### src/rtl/irq_arbiter_pkg.sv
// -----------------------------------------------------------------------------
// irq_arbiter_pkg
// Shared definitions for the interrupt arbiter:
//   - register word offsets selected by Addr[3:2]
//   - FSM state encoding
//   - helper that assembles the CUR register read word
// Related configuration macro: IRQ_ARBITER_EDGE_EN (see irq_arbiter.sv).
// -----------------------------------------------------------------------------
package irq_arbiter_pkg;

  // Register offsets (word index within the block)
  localparam logic [1:0] REG_MASK = 2'd0;
  localparam logic [1:0] REG_PEND = 2'd1;
  localparam logic [1:0] REG_CUR  = 2'd2;
  localparam logic [1:0] REG_EOI  = 2'd3;

  // Largest source count the 3-bit id can address
  localparam int unsigned MAX_SRC = 8;

  typedef enum logic [1:0] {
    ST_IDLE = 2'd0,
    ST_PRES = 2'd1,
    ST_SERV = 2'd2
  } state_e;

  // CUR read word: active flag in bit 31, source id in bits [2:0]
  function automatic logic [31:0] cur_word(input logic active, input logic [2:0] id);
    return {active, 28'h000_0000, id};
  endfunction

endpackage

### src/rtl/irq_prio_enc.sv
// -----------------------------------------------------------------------------
// irq_prio_enc
// Lowest-index-wins priority encoder.
// Ports:
//   i_req   [N_SRC-1:0]  request vector
//   o_valid              at least one request bit set
//   o_idx   [2:0]        index of the lowest set request bit (0 when none)
// -----------------------------------------------------------------------------
module irq_prio_enc #(
  parameter int N_SRC = 6
) (
  input  logic [N_SRC-1:0] i_req,
  output logic             o_valid,
  output logic [2:0]       o_idx
);

  // Scan from the top down so the lowest set bit is the last one written
  always_comb begin
    logic       found;
    logic [2:0] idx;
    found = 1'b0;
    idx   = 3'd0;
    for (int i = N_SRC - 1; i >= 0; i--) begin
      if (i_req[i]) begin
        found = 1'b1;
        idx   = 3'(i);
      end else begin
        found = found;
        idx   = idx;
      end
    end
    o_valid = found;
    o_idx   = idx;
  end

endmodule

### src/rtl/irq_arbiter.sv
// -----------------------------------------------------------------------------
// irq_arbiter
// Memory-mapped interrupt arbiter. Sources set sticky PEND bits; the lowest
// pending and unmasked source is presented to the CPU until acknowledged,
// then held in service until software writes EOI.
//
// Configuration macro:
//   IRQ_ARBITER_EDGE_EN  defined   -> sources latch on a 0->1 edge of irq_in
//                        undefined -> sources latch while irq_in is high
//
// Ports:
//   clk      clock, rising edge
//   reset    asynchronous active-high reset
//   Addr     [31:2] word address, Addr[3:2] selects MASK/PEND/CUR/EOI
//   WE       register write enable
//   Din      [31:0] write data
//   Dout     [31:0] combinational read data
//   irq_in   [N_SRC-1:0] device interrupt lines
//   IntAck   CPU acknowledge pulse (honoured only while presenting)
//   IRQ      interrupt request to the CPU
//   IntCode  [2:0] id of the presented source
// -----------------------------------------------------------------------------
module irq_arbiter
  import irq_arbiter_pkg::*;
#(
  parameter int N_SRC = 6
) (
  input  logic             clk,
  input  logic             reset,
  input  logic [31:2]      Addr,
  input  logic             WE,
  input  logic [31:0]      Din,
  output logic [31:0]      Dout,
  input  logic [N_SRC-1:0] irq_in,
  input  logic             IntAck,
  output logic             IRQ,
  output logic [2:0]       IntCode
);

  state_e           r_state;
  logic [N_SRC-1:0] r_mask;
  logic [N_SRC-1:0] r_pend;
  logic [2:0]       r_win_id;
  logic             r_cur_active;
  logic [2:0]       r_cur_id;
  logic             r_irq;
  logic [2:0]       r_intcode;

  logic             w_wr_mask;
  logic             w_wr_pend;
  logic             w_wr_eoi;
  logic [N_SRC-1:0] w_set;
  logic [N_SRC-1:0] w_w1c;
  logic [N_SRC-1:0] w_ack_clr;
  logic [N_SRC-1:0] w_pend_nxt;
  logic [N_SRC-1:0] w_mask_nxt;
  logic             w_win_live;
  logic             w_ack;
  logic             w_enc_valid;
  logic [2:0]       w_enc_idx;
  logic             w_unused;

  assign w_wr_mask = WE && (Addr[3:2] == REG_MASK);
  assign w_wr_pend = WE && (Addr[3:2] == REG_PEND);
  assign w_wr_eoi  = WE && (Addr[3:2] == REG_EOI);

  // Upper address bits and unimplemented data bits are intentionally ignored
  assign w_unused = ^{Addr[31:4], Din[31:N_SRC]};

`ifdef IRQ_ARBITER_EDGE_EN
  logic [N_SRC-1:0] r_irq_q;

  // One-cycle history of irq_in for rising-edge detection
  always_ff @(posedge clk or posedge reset) begin
    if (reset) begin
      r_irq_q <= {N_SRC{1'b0}};
    end else begin
      r_irq_q <= irq_in;
    end
  end

  assign w_set = irq_in & ~r_irq_q;
`else
  assign w_set = irq_in;
`endif

  // The presented source is only still valid while it stays pending and unmasked
  assign w_win_live = r_mask[r_win_id] && r_pend[r_win_id];
  assign w_ack      = (r_state == ST_PRES) && IntAck && w_win_live;
  assign w_w1c      = w_wr_pend ? Din[N_SRC-1:0] : {N_SRC{1'b0}};
  assign w_mask_nxt = w_wr_mask ? Din[N_SRC-1:0] : r_mask;

  // One-hot clear of the acknowledged source
  always_comb begin
    w_ack_clr = {N_SRC{1'b0}};
    for (int i = 0; i < N_SRC; i++) begin
      if (w_ack && (r_win_id == 3'(i))) begin
        w_ack_clr[i] = 1'b1;
      end else begin
        w_ack_clr[i] = 1'b0;
      end
    end
  end

  // New sets win over any clear landing in the same cycle
  assign w_pend_nxt = (r_pend & ~(w_w1c | w_ack_clr)) | w_set;

  irq_prio_enc #(
    .N_SRC (N_SRC)
  ) u_prio_enc (
    .i_req   (r_pend & r_mask),
    .o_valid (w_enc_valid),
    .o_idx   (w_enc_idx)
  );

  // MASK and PEND register storage
  always_ff @(posedge clk or posedge reset) begin
    if (reset) begin
      r_mask <= {N_SRC{1'b0}};
      r_pend <= {N_SRC{1'b0}};
    end else begin
      r_mask <= w_mask_nxt;
      r_pend <= w_pend_nxt;
    end
  end

  // Arbitration FSM; transitions look at pre-write register values, while IRQ
  // is computed from post-write values so a software mask/clear drops it at once
  always_ff @(posedge clk or posedge reset) begin
    if (reset) begin
      r_state      <= ST_IDLE;
      r_win_id     <= 3'd0;
      r_cur_active <= 1'b0;
      r_cur_id     <= 3'd0;
      r_irq        <= 1'b0;
      r_intcode    <= 3'd0;
    end else begin
      case (r_state)
        ST_IDLE: begin
          if (w_enc_valid) begin
            r_win_id  <= w_enc_idx;
            r_state   <= ST_PRES;
            r_irq     <= w_pend_nxt[w_enc_idx] && w_mask_nxt[w_enc_idx];
            r_intcode <= w_enc_idx;
          end else begin
            r_irq     <= 1'b0;
            r_intcode <= 3'd0;
          end
        end
        ST_PRES: begin
          if (!w_win_live) begin
            r_state   <= ST_IDLE;
            r_irq     <= 1'b0;
            r_intcode <= 3'd0;
          end else if (IntAck) begin
            r_cur_active <= 1'b1;
            r_cur_id     <= r_win_id;
            r_state      <= ST_SERV;
            r_irq        <= 1'b0;
            r_intcode    <= 3'd0;
          end else begin
            r_irq     <= w_pend_nxt[r_win_id] && w_mask_nxt[r_win_id];
            r_intcode <= r_win_id;
          end
        end
        ST_SERV: begin
          if (w_wr_eoi) begin
            r_cur_active <= 1'b0;
            r_state      <= ST_IDLE;
          end else begin
            r_state <= ST_SERV;
          end
          r_irq     <= 1'b0;
          r_intcode <= 3'd0;
        end
        default: begin
          r_state   <= ST_IDLE;
          r_irq     <= 1'b0;
          r_intcode <= 3'd0;
        end
      endcase
    end
  end

  assign IRQ     = r_irq;
  assign IntCode = r_intcode;

  // Combinational register read mux
  always_comb begin
    case (Addr[3:2])
      REG_MASK: Dout = {{(32 - N_SRC){1'b0}}, r_mask};
      REG_PEND: Dout = {{(32 - N_SRC){1'b0}}, r_pend};
      REG_CUR:  Dout = cur_word(r_cur_active, r_cur_id);
      REG_EOI:  Dout = 32'h0000_0000;
      default:  Dout = 32'h0000_0000;
    endcase
  end

endmodule

### config.mk
export PLATFORM = sky130hd
export DESIGN_NAME = irq_arbiter
export DESIGN_NICKNAME = d
export VERILOG_FILES = /design/src/rtl/irq_arbiter_pkg.sv /design/src/rtl/irq_prio_enc.sv /design/src/rtl/irq_arbiter.sv
export SDC_FILE = /design/constraint.sdc
export NUM_CORES = 1
export LEC_CHECK = 0
export BUFFER_PORTS_ARGS = -buffer_cell sky130_fd_sc_hd__buf_4
export CAP_MARGIN = 10
export CORE_MARGIN = 1
export CORE_UTILIZATION = 35
export DETAILED_ROUTE_END_ITERATION = 10
export PLACE_DENSITY = 0.72
export SYNTH_ARGS = -nofsm -noshare
export SYNTH_HDL_FRONTEND = slang
export SYNTH_SLANG_ARGS = --single-unit
### constraint.sdc
create_clock -name clk -period 2.9 [get_ports clk]
set_clock_uncertainty 0.05 [all_clocks]
set_input_delay 0.725 -clock clk [delete_from_list [all_inputs] [get_ports clk]]
set_output_delay 0.725 -clock clk [all_outputs]
set_load 0.02 [all_outputs]
==> flow_metrics.py <==
metrics = {
    "outcome": {
        "outcome": "complete, but fails checks",
        "violations": "DRC",
    },
    "final_layout": {
        "area_delta_synth_final_pct": 13.5,
        "final_util_pct": 41.1,
        "diodes": 0,
        "n_fill_cell": 531,
        "nets": 308,
        "layout-drive-gt1-share_pct": 23.4,
        "final_cells": 305,
    },
    "grt": {
        "grt_remaining_overflow": 0,
        "antenna_found_initial": 0,
        "gr-usage-all-layers_pct": 16.5,
        "grt_pass1_vias": 1453,
        "grt_pass1_wl_um": 6940,
        "grt_max_degree": 26,
    },
    "hold_path": {
        "hp-class": "input pin to async pin",
    },
    "clocking": {
        "path_clk_slew_ps": 90,
        "cts_buffers": 3,
        "root_buffer": "clkbuf_8",
        "clock_path_buffers": 2,
        "cts_hold_buf": 0,
        "cts_resized": 0,
        "clock_sinks": 25,
        "htree_num_levels": 1,
        "clock_latency_ps": 270,
        "cts_tree": "yes",
        "cts_setup_buffers": 0,
    },
    "place": {
        "dp_hpwl_um": 3310,
        "gp_congestion": 0.904,
        "placed_cells": 301,
        "port_buffers": 28,
    },
    "worst_setup_path": {
        "crit_required_ps": 3020,
        "crit_path_start_kind": "input pin",
        "cp_data_arrival_time_ps": 2550,
        "end_kind": "register",
        "cp_top_family": "compound AO/OA/AOI/OAI gates",
        "crit_path_max_fanout": 12,
        "path_class": "input pin to register",
        "crit_chain": "buf_4 -> and3b_1 -> a21boi_0 -> nor4_1 -> a31o_1 -> o41a_1 -> o41ai_2",
        "slowest_delay_ps": 440,
        "path_buf_inv": 1,
        "cpMaxStageDelayCell": "o41a_1",
    },
    "yosys": {
        "synth_edf_count": 0,
        "yosys.area.top_type": "dfrtp_1",
        "synth_cell_types": 53,
        "syn_area_per_cell_um2": 8.92,
        "synth-warning-count": 0,
        "syn_area_um2": 1840,
        "ys_ff_latch": 25,
        "synthCells": 206,
        "synthArstFlopShare_pct": 100,
        "ys_seq_area_share_pct": 34.0,
        "synth_top_area_share_pct": 34.0,
        "synth_ff_type": "dfrtp_1",
        "synth_area_leaders": "dfrtp_1, buf_4, mux2i_1",
    },
    "floorplanning": {
        "die-area_um2": 5550,
        "num_io_pins": 108,
        "start_util_pct": 36.2,
        "rows": 26,
        "die_w_um": 74.5,
        "core-area_um2": 5070,
        "die_h_um": 74.5,
    },
    "routing": {
        "ant_nets": 0,
        "wl_um": 4280,
        "wire_per_inst_um": 14.0,
        "via_per_inst": 5.11,
        "drc": 1,
        "vias": 1558,
        "drt_iter0_markers": 120,
        "drt_pre_antenna_iters": 8,
    },
    "sta": {
        "setup_tns_ps": 0,
        "hold_ws_ps": 439,
        "finalSetupViolCount": 0,
        "slew_viol_final": 0,
        "hold_violations": 0,
        "rsz0062_at_grt": "false",
        "period_needed_ps": 2430,
        "fin_crit_sh_pct": 83.7,
        "clock.fmax_mhz": 412,
    },
    "run": {
        "max_cap_violations": 0,
    },
    "power_and_ir_drop": {
        "vdd_drop_max_mv": 0.239,
        "powerDensity_nw_per_um2": 723,
        "total_power_w": 0.00151,
        "power_leakage_nw": 0.951,
    },
}
[placed cells by master, fill, tap and decap left out, types with 4 or more instances in the layout]
| cell type | instances |
|---|---|
| a21oi_1 | 4 |
| buf_4 | 32 |
| conb_1 | 25 |
| dfrtp_1 | 25 |
| inv_1 | 8 |
| mux2_2 | 4 |
| mux2i_1 | 12 |
| nand2_1 | 24 |
| nand3_1 | 4 |
| nor2_1 | 14 |
| nor3_1 | 4 |
| o21ai_0 | 13 |
[synth_stat cells, types with 2 or more instances]
master	number
dfrtp_1	25
nand4b_1	2
nor3_1	4
nand3b_1	2
mux2i_1	12
o21ai_0	13
or3_1	2
nor2_1	14
inv_1	8
and2_1	3
or4_1	3
nand2b_1	3
nor2b_1	3
o311a_1	2
nand2_1	24
a31oi_1	2
nand4_1	3
mux2_2	4
a22o_1	2
or2_2	3
buf_4	25
a21oi_1	4
a21bo_2	2
nand3_1	4
a22oi_1	2
nor3b_1	3
a31o_2	3
clkbuf_1	4
[worst register-to-register path: stages, from the launching register on]
cell      delay (ps)
dfrtp_1          400
and2_2           250
a311oi_4         430
or2_1            300
a21oi_1          100
o41a_1           340
o41ai_2          340
[flip-flops by register name, summed over array words and instances (netlist names)]
name / count
IRQ: 1
r_cur_active: 1
r_win_id: 3
r_cur_id: 3
IntCode: 3
r_mask: 6
r_state: 2
r_pend: 6
[cells by family after synthesis]
group | after synthesis | synth area share [%]
buffers and inverters | 39 | 13.5
multiplexers | 17 | 10.2
AO/OA/AOI/OAI | 43 | 17.9
other | 1 | 0.204
AND/OR/NAND/NOR | 81 | 24.2
flip-flops | 25 | 34.0
[stage by stage]
stage	setup slack, ps	instance area, µm²
finish	472	2090
global route	382	2090
CTS	482	2090
detailed placement	213	2040
global placement	182	2040
floorplan	425	1930
[worst paths after layout]
check	startpoint	slack (ps)	cells after the start	to
min in group clk	r_cur_id[0]	440	2	r_cur_id[0]
max reg2reg	r_pend[3]	590	6	IRQ
max	Addr[2]	470	7	IRQ
min	reset	440	3	r_pend[4]
max in group asynchronous	reset	2110	3	r_pend[0]
min reg2reg	r_cur_id[0]	440	2	r_cur_id[0]
[metal layers]
layer | GRT usage [%] | part of all wire, % | wire (µm) | vias up
met5 | 0 | 0 | 0 | -
met4 | 5.03 | 1.6 | 67 | 0
met3 | 2.44 | 6.6 | 283 | 9
met2 | 26.3 | 46 | 1970 | 67
met1 | 22.9 | 46 | 1960 | 739
li1 | - | - | - | 743
[cell type report]
cell class / instances / area, µm² / share of cell area [%]
multi-input cells: 166 / 1050 / 50.5
repair buffers: 32 / 240 / 11.5
inverters: 8 / 30.0 / 1.44
clock inverters: 1 / 7.51 / 0.360
well taps: 70 / 87.6 / 4.20
clock buffers: 3 / 41.3 / 1.98
flip-flops and latches: 25 / 626 / 30.0
[report_power, final]
group	switching, W	internal (W)
registers	0.000108	0.000444
logic	0.000427	0.000313
clock network	0.000120	0.0000976
No activity file was read; power rests on OpenSTA's default activity.
